<file path="config.mk">
export PLATFORM = sky130hd
export DESIGN_NAME = uart_tx_serializer_flat
export DESIGN_NICKNAME = d
export VERILOG_FILES = /design/src/rtl/uart_pkg.sv /design/src/rtl/uart_tx_serializer_if.sv /design/src/rtl/uart_baud_tick.sv /design/src/rtl/uart_tx_serializer.sv /design/src/flat_wrapper.sv
export SDC_FILE = /design/constraint.sdc
export NUM_CORES = 1
export LEC_CHECK = 0
export CAP_MARGIN = 20
export CELL_PAD_IN_SITES_DETAIL_PLACEMENT = 0
export CELL_PAD_IN_SITES_GLOBAL_PLACEMENT = 1
export CORE_MARGIN = 2
export CORE_UTILIZATION = 40
export CTS_CLUSTER_DIAMETER = 100
export DETAILED_ROUTE_END_ITERATION = 8
export PLACE_DENSITY_LB_ADDON = 0.1
export SLEW_MARGIN = 20
export SYNTH_ARGS = -nofsm -noshare
export SYNTH_HDL_FRONTEND = slang
export SYNTH_HIERARCHICAL = 1
export SYNTH_SLANG_ARGS = --single-unit
</file>
<file path="constraint.sdc">
create_clock -name PCLK -period 5.6 [get_ports PCLK]
set_clock_uncertainty 0.05 [all_clocks]
set_input_delay 0.56 -clock PCLK [delete_from_list [all_inputs] [get_ports PCLK]]
set_output_delay 0.56 -clock PCLK [all_outputs]
set_load 0.03 [all_outputs]
</file>
<file path="src/rtl/uart_pkg.sv">
// Shared UART definitions: frame states, line constants and baud divisor helper.
// Used by the transmitter, the APB register block and the receiver.
package uart_pkg;

   localparam int   UART_DATA_BITS  = 8;
   localparam logic UART_IDLE_LEVEL = 1'b1;

   typedef enum logic [2:0] {
      IDLE,
      START,
      DATA,
      PARITY,
      STOP
   } uart_state_t;

   function automatic int baud_div(input int clk, input int baud);
      return clk / baud;
   endfunction

endpackage

</file>
<file path="src/rtl/uart_tx_serializer_if.sv">
// Handshake between the APB register block (master) and the transmit engine (slave).
interface uart_tx_serializer_if;
   import uart_pkg::*;

   logic                      tx_start;
   logic [UART_DATA_BITS-1:0] tx_data;
   logic                      tx;
   logic                      tx_busy;
   logic                      tx_done;

   modport master (
      output tx_start, tx_data,
      input  tx, tx_busy, tx_done
   );

   modport slave (
      input  tx_start, tx_data,
      output tx, tx_busy, tx_done
   );

endinterface

</file>
<file path="src/rtl/uart_baud_tick.sv">
// Bit-period counter: counts 0..DIV-1 while enabled and flags the last cycle of each bit.
// Shared with the receiver for its sampling timing.
module uart_baud_tick #(
   parameter int DIV = 434
) (
   input  logic PCLK,
   input  logic PRESET,
   input  logic clr,
   input  logic en,
   output logic tick
);

   localparam int               CNT_W = (DIV > 1) ? $clog2(DIV) : 1;
   localparam logic [CNT_W-1:0] LAST  = CNT_W'(DIV - 1);

   logic [CNT_W-1:0] cnt;

   assign tick = en && (cnt == LAST);

   always_ff @(posedge PCLK) begin
      if (PRESET || clr || tick) begin
         cnt <= '0;
      end else if (en) begin
         cnt <= cnt + CNT_W'(1);
      end
   end

endmodule

</file>
<file path="src/rtl/uart_tx_serializer.sv">
// UART transmit engine: start bit, 8 data bits LSB first, optional parity, 1 or 2 stop bits.
// All outputs are registered; tx_start is only honoured while idle.
module uart_tx_serializer
   import uart_pkg::*;
#(
   parameter int CLK_FREQ   = 50_000_000,
   parameter int BAUD       = 115200,
   parameter int PARITY_EN  = 0,
   parameter int PARITY_ODD = 0,
   parameter int STOP_BITS  = 1
) (
   input logic                 PCLK,
   input logic                 PRESET,
   uart_tx_serializer_if.slave bus
);

   localparam int               DIV      = baud_div(CLK_FREQ, BAUD);
   localparam int               IDX_W    = $clog2(UART_DATA_BITS);
   localparam logic [IDX_W-1:0] LAST_IDX = IDX_W'(UART_DATA_BITS - 1);
   localparam logic             LAST_STP = 1'(STOP_BITS - 1);

   if (DIV < 2) begin : g_bad_div
      $error("uart_tx_serializer: CLK_FREQ/BAUD must be at least 2");
   end
   if (STOP_BITS != 1 && STOP_BITS != 2) begin : g_bad_stop
      $error("uart_tx_serializer: STOP_BITS must be 1 or 2");
   end

   uart_state_t               state_q, state_n;
   logic [IDX_W-1:0]          bit_idx_q, bit_idx_n;
   logic                      stop_idx_q, stop_idx_n;
   logic [UART_DATA_BITS-1:0] shreg_q, shreg_n;
   logic                      par_q, par_n;
   logic                      tx_q, tx_n;
   logic                      busy_q, busy_n;
   logic                      done_q, done_n;
   logic                      tick;

   uart_baud_tick #(
      .DIV (DIV)
   ) u_baud (
      .PCLK   (PCLK),
      .PRESET (PRESET),
      .clr    (state_q == IDLE),
      .en     (state_q != IDLE),
      .tick   (tick)
   );

   always_ff @(posedge PCLK) begin
      if (PRESET) begin
         state_q    <= IDLE;
         bit_idx_q  <= '0;
         stop_idx_q <= 1'b0;
         tx_q       <= UART_IDLE_LEVEL;
         busy_q     <= 1'b0;
         done_q     <= 1'b0;
      end else begin
         state_q    <= state_n;
         bit_idx_q  <= bit_idx_n;
         stop_idx_q <= stop_idx_n;
         tx_q       <= tx_n;
         busy_q     <= busy_n;
         done_q     <= done_n;
      end
   end

   // Byte and parity only matter once a frame is accepted, so they carry no reset.
   always_ff @(posedge PCLK) begin
      shreg_q <= shreg_n;
      par_q   <= par_n;
   end

   always_comb begin
      state_n    = state_q;
      bit_idx_n  = bit_idx_q;
      stop_idx_n = stop_idx_q;
      shreg_n    = shreg_q;
      par_n      = par_q;
      tx_n       = tx_q;
      busy_n     = busy_q;
      done_n     = 1'b0;

      unique case (state_q)
         IDLE: begin
            tx_n   = UART_IDLE_LEVEL;
            busy_n = 1'b0;
            if (bus.tx_start) begin
               state_n = START;
               shreg_n = bus.tx_data;
               par_n   = (^bus.tx_data) ^ (PARITY_ODD != 0);
               tx_n    = ~UART_IDLE_LEVEL;
               busy_n  = 1'b1;
            end
         end
         START: begin
            if (tick) begin
               state_n   = DATA;
               bit_idx_n = '0;
               tx_n      = shreg_q[0];
            end
         end
         DATA: begin
            if (tick) begin
               shreg_n = {1'b0, shreg_q[UART_DATA_BITS-1:1]};
               if (bit_idx_q == LAST_IDX) begin
                  bit_idx_n = '0;
                  if (PARITY_EN != 0) begin
                     state_n = PARITY;
                     tx_n    = par_q;
                  end else begin
                     state_n    = STOP;
                     stop_idx_n = 1'b0;
                     tx_n       = UART_IDLE_LEVEL;
                  end
               end else begin
                  bit_idx_n = bit_idx_q + IDX_W'(1);
                  tx_n      = shreg_q[1];
               end
            end
         end
         PARITY: begin
            if (tick) begin
               state_n    = STOP;
               stop_idx_n = 1'b0;
               tx_n       = UART_IDLE_LEVEL;
            end
         end
         STOP: begin
            tx_n = UART_IDLE_LEVEL;
            if (tick) begin
               if (stop_idx_q == LAST_STP) begin
                  state_n    = IDLE;
                  stop_idx_n = 1'b0;
                  busy_n     = 1'b0;
                  done_n     = 1'b1;
               end else begin
                  stop_idx_n = 1'b1;
               end
            end
         end
         default: begin
            state_n = IDLE;
            tx_n    = UART_IDLE_LEVEL;
            busy_n  = 1'b0;
         end
      endcase
   end

   assign bus.tx      = tx_q;
   assign bus.tx_busy = busy_q;
   assign bus.tx_done = done_q;

endmodule

</file>
<file path="src/flat_wrapper.sv">
// flat-port wrapper written by rule: the top's interface ports become plain ports
module uart_tx_serializer_flat import uart_pkg::*;
#(
   parameter int CLK_FREQ   = 50_000_000,
   parameter int BAUD       = 115200,
   parameter int PARITY_EN  = 0,
   parameter int PARITY_ODD = 0,
   parameter int STOP_BITS  = 1
)
  (PCLK, PRESET, bus_tx_start, bus_tx_data, bus_tx, bus_tx_busy, bus_tx_done);
  uart_tx_serializer_if bus_i ();
  input logic PCLK;
  input logic PRESET;
  input wire logic [$bits(bus_i.tx_start)-1:0] bus_tx_start;
  input wire logic [$bits(bus_i.tx_data)-1:0] bus_tx_data;
  output wire logic [$bits(bus_i.tx)-1:0] bus_tx;
  output wire logic [$bits(bus_i.tx_busy)-1:0] bus_tx_busy;
  output wire logic [$bits(bus_i.tx_done)-1:0] bus_tx_done;
  assign bus_i.tx_start = bus_tx_start;
  assign bus_i.tx_data = bus_tx_data;
  assign bus_tx = bus_i.tx;
  assign bus_tx_busy = bus_i.tx_busy;
  assign bus_tx_done = bus_i.tx_done;
  uart_tx_serializer #(.CLK_FREQ(CLK_FREQ), .BAUD(BAUD), .PARITY_EN(PARITY_EN), .PARITY_ODD(PARITY_ODD), .STOP_BITS(STOP_BITS)) u_core (.PCLK(PCLK), .PRESET(PRESET), .bus(bus_i));
endmodule
</file>
==> impl_metrics.toml <==
[cts]
clock-sinks = 26
numCtsBuffers = 3
cts_setup_buffers = 0
clk_path_buf_depth = 2
root_buffer = "clkbuf_4"
cts.repair.resized = 0
clkTransAtPathRegs_ns = 0.14
tritoncts = "done"
hold_buffers = 0
htreeDepth = 1
clk_latency_ns = 0.31

[grt]
antenna_found_initial = 0
grt_first_pass_wirelength_um = 3570
gr-usage-all-layers_pct = 12.9
grt_pass1_vias = 825
grt_overflow = 0
grt_max_degree = 15

[routing]
wl_met2_um = 949
met1_length_um = 1090
routedWlPerCell_um = 11.9
highest_layer = "met4"
dr.first_iter.drc_count = 44
wl_met3_um = 86
detail_route.vias_per_cell = 5.15
wl_um = 2150
ant_nets = 0
vias = 933
drc = 0
firstDrtPassIters = 4

[floorplanning]
die_h_um = 60.7
ios = 14
initial_utilization_pct = 42.2
die_w_um = 60.7
coreArea_um2 = 3050
fp.dieArea_um2 = 3690
rows = 20

[sta]
setup_viol = 0
max_slew_margin_pct = 54.8
hold_viol_final = 0
final-max-slew-violation-count = 0
rsz0062_at_grt = "no"
finalCritPeriodShare_pct = 48.3
finalSetupTns_ns = 0
tightest_slew_ns = 0.675
fmax_mhz = 370
fin_crit_ns = 2.70

[power]
ir_drop_mv = 0.101
leakagePower_nw = 0.479
powerDensity_nw_per_um2 = 216
total_power_mw = 0.315

[setup_path]
cp_top_family = "simple AND/OR/NAND/NOR gates"
critPathKind = "flip-flop to flip-flop"
crit_fanout = 13
cp-end-kind = "flip-flop"
slowest_delay_ns = 0.61
cp_slowest_cell = "dfxtp_1"
worstPathCellList = "or3_1, nand4_1, nor2_1, mux2i_1, nor3_2"
start_kind = "flip-flop"
crit_required_ns = 5.52
cp.buffers_inverters = 0
worstPathArrival_ns = 2.62

[logic_synthesis]
syn_avg_cell_area_um2 = 10.1
synth_edf_count = 8
async_flop_share_pct = 0
synth_seq_area_share_pct = 46.6
syn_area_um2 = 1290
synthFlopType = "dfxtp_1"
syn-num-nets = 142
yosys.area.top_type = "dfxtp_1"
ys_types = 40
synthTopCellsByCount = "18 x dfxtp_1, 10 x nor2_1, 9 x mux2_2"
yosys_warnings = 6
synth_top_cell_area_share_pct = 28.0
synth-seq-cells = 26
synth_most_common_cell = "dfxtp_1"
synthCells = 127
synthTopCellsByArea = "dfxtp_1 28%, edfxtp_1 19%, mux2_2 7.9%"

[layout]
layout-drive-gt1-share_pct = 14.6
nets = 153
diodes = 0
syn2layout_area_growth_pct = 12.9
postLayoutCellArea_um2 = 1450

[place]
hpwl_um = 1600
placed_cell_area_um2 = 1420
numPortBuffers = 13
place_congestion = 0.836

[outcome]
run_status = "completed"

[flow_run]
max-cap-violations = 0

[min_path]
worst_hold_path_type = "flip-flop to flip-flop"
cells by family (layout without fill, tap and decap cells):
| kind of cell | Yosys count | after routing | share of synthesized area, % |
|---|---|---|---|
| AO/OA/AOI/OAI | 25 | 25 | 12.4 |
| XOR/XNOR | 5 | 5 | 3.40 |
| adder cells (fa/ha/maj) | 4 | 4 | 3.89 |
| buffers and inverters | 12 | 22 | 5.34 |
| flip-flops | 26 | 26 | 46.6 |
| multiplexers | 10 | 10 | 8.65 |
| AND/OR/NAND/NOR | 45 | 45 | 19.6 |
sequential cells by signal, summed over array words and instances (netlist names):
register and count:
u_core/shreg_q 8, u_core/bus.tx_done 1, u_core/bit_idx_q 3, u_core/bus.tx_busy 1, u_core/state_q 3, u_core/bus.tx 1
u_core/u_baud/cnt 9
layer usage:
metal / vias to the layer above / GRT usage [%]
met3: 2 / 3.20
met4: 0 / 5.59
li1: 486 / -
met5: - / 0
met2: 18 / 19.4
met1: 427 / 17.8
worst reg2reg max path: stages (launching register included):
cell and delay (ns):
dfxtp_1 0.61, or3_1 0.33, nand4_1 0.24, nor2_1 0.46
mux2i_1 0.17, nor3_2 0.51
report_power, final:
part / total [mW] / leakage (nW) / switching, mW / internal [mW]
logic: 0.0292 / 0.241 / 0.0132 / 0.0160
registers: 0.205 / 0.222 / 0.00460 / 0.201
clock network: 0.0801 / 0.0154 / 0.0541 / 0.0260
total: 0.315 / 0.479 / 0.0719 / 0.243
through the flow:
stage	setup WS (ns)	instances	hold slack [ns]	util, %
after floorplan	3.01	127	0.396	-
after global placement	2.71	177	0.419	46.6
after detailed placement	2.53	177	0.426	46.6
after CTS	2.52	181	0.446	47.5
after global routing	2.65	181	0.470	47.6
final	2.90	181	0.446	47.6
cells in the final DEF, fill, tap and decap left out, drive strengths merged, types with 2 or more instances in the layout:
cell type and instances:
mux2 9, inv 5, nor2b 2, o21ai 6, xnor2 2, clkbuf 3
a41oi 2, or3 3, nand2 7, nor3b 2, nand3 6, nand4 4
clkdlybuf4s50 13, or2 2, a31oi 2, xor2 3, nor2 10, a21oi 8
edfxtp 8, dfxtp 18, ha 4, nor3 3
path summary, 6_finish.rpt:
path / from / endpoint / slack (ns) / depth (start not counted)
setup reg to reg: u_core/state_q[0]$_SDFFE_PP0P_ / u_core/shreg_q[2]$_DFFE_PP_ / 2.90 / 5
hold / removal: u_core/bit_idx_q[1]$_SDFFE_PP0P_ / u_core/bit_idx_q[1]$_SDFFE_PP0P_ / 0.45 / 2
setup / recovery: u_core/state_q[0]$_SDFFE_PP0P_ / u_core/shreg_q[2]$_DFFE_PP_ / 2.90 / 5
hold reg to reg: u_core/bit_idx_q[1]$_SDFFE_PP0P_ / u_core/bit_idx_q[1]$_SDFFE_PP0P_ / 0.45 / 2
layout make-up:
cell class | count | area (µm²)
fillers | 304 | 1600
multi-input cells | 89 | 623
flip-flops and latches | 26 | 601
repair buffers | 13 | 130
well taps | 44 | 55.1
clock buffers | 3 | 22.5
inverters | 5 | 18.8
clock inverters | 1 | 3.75
(Power assumes the default switching activity.)
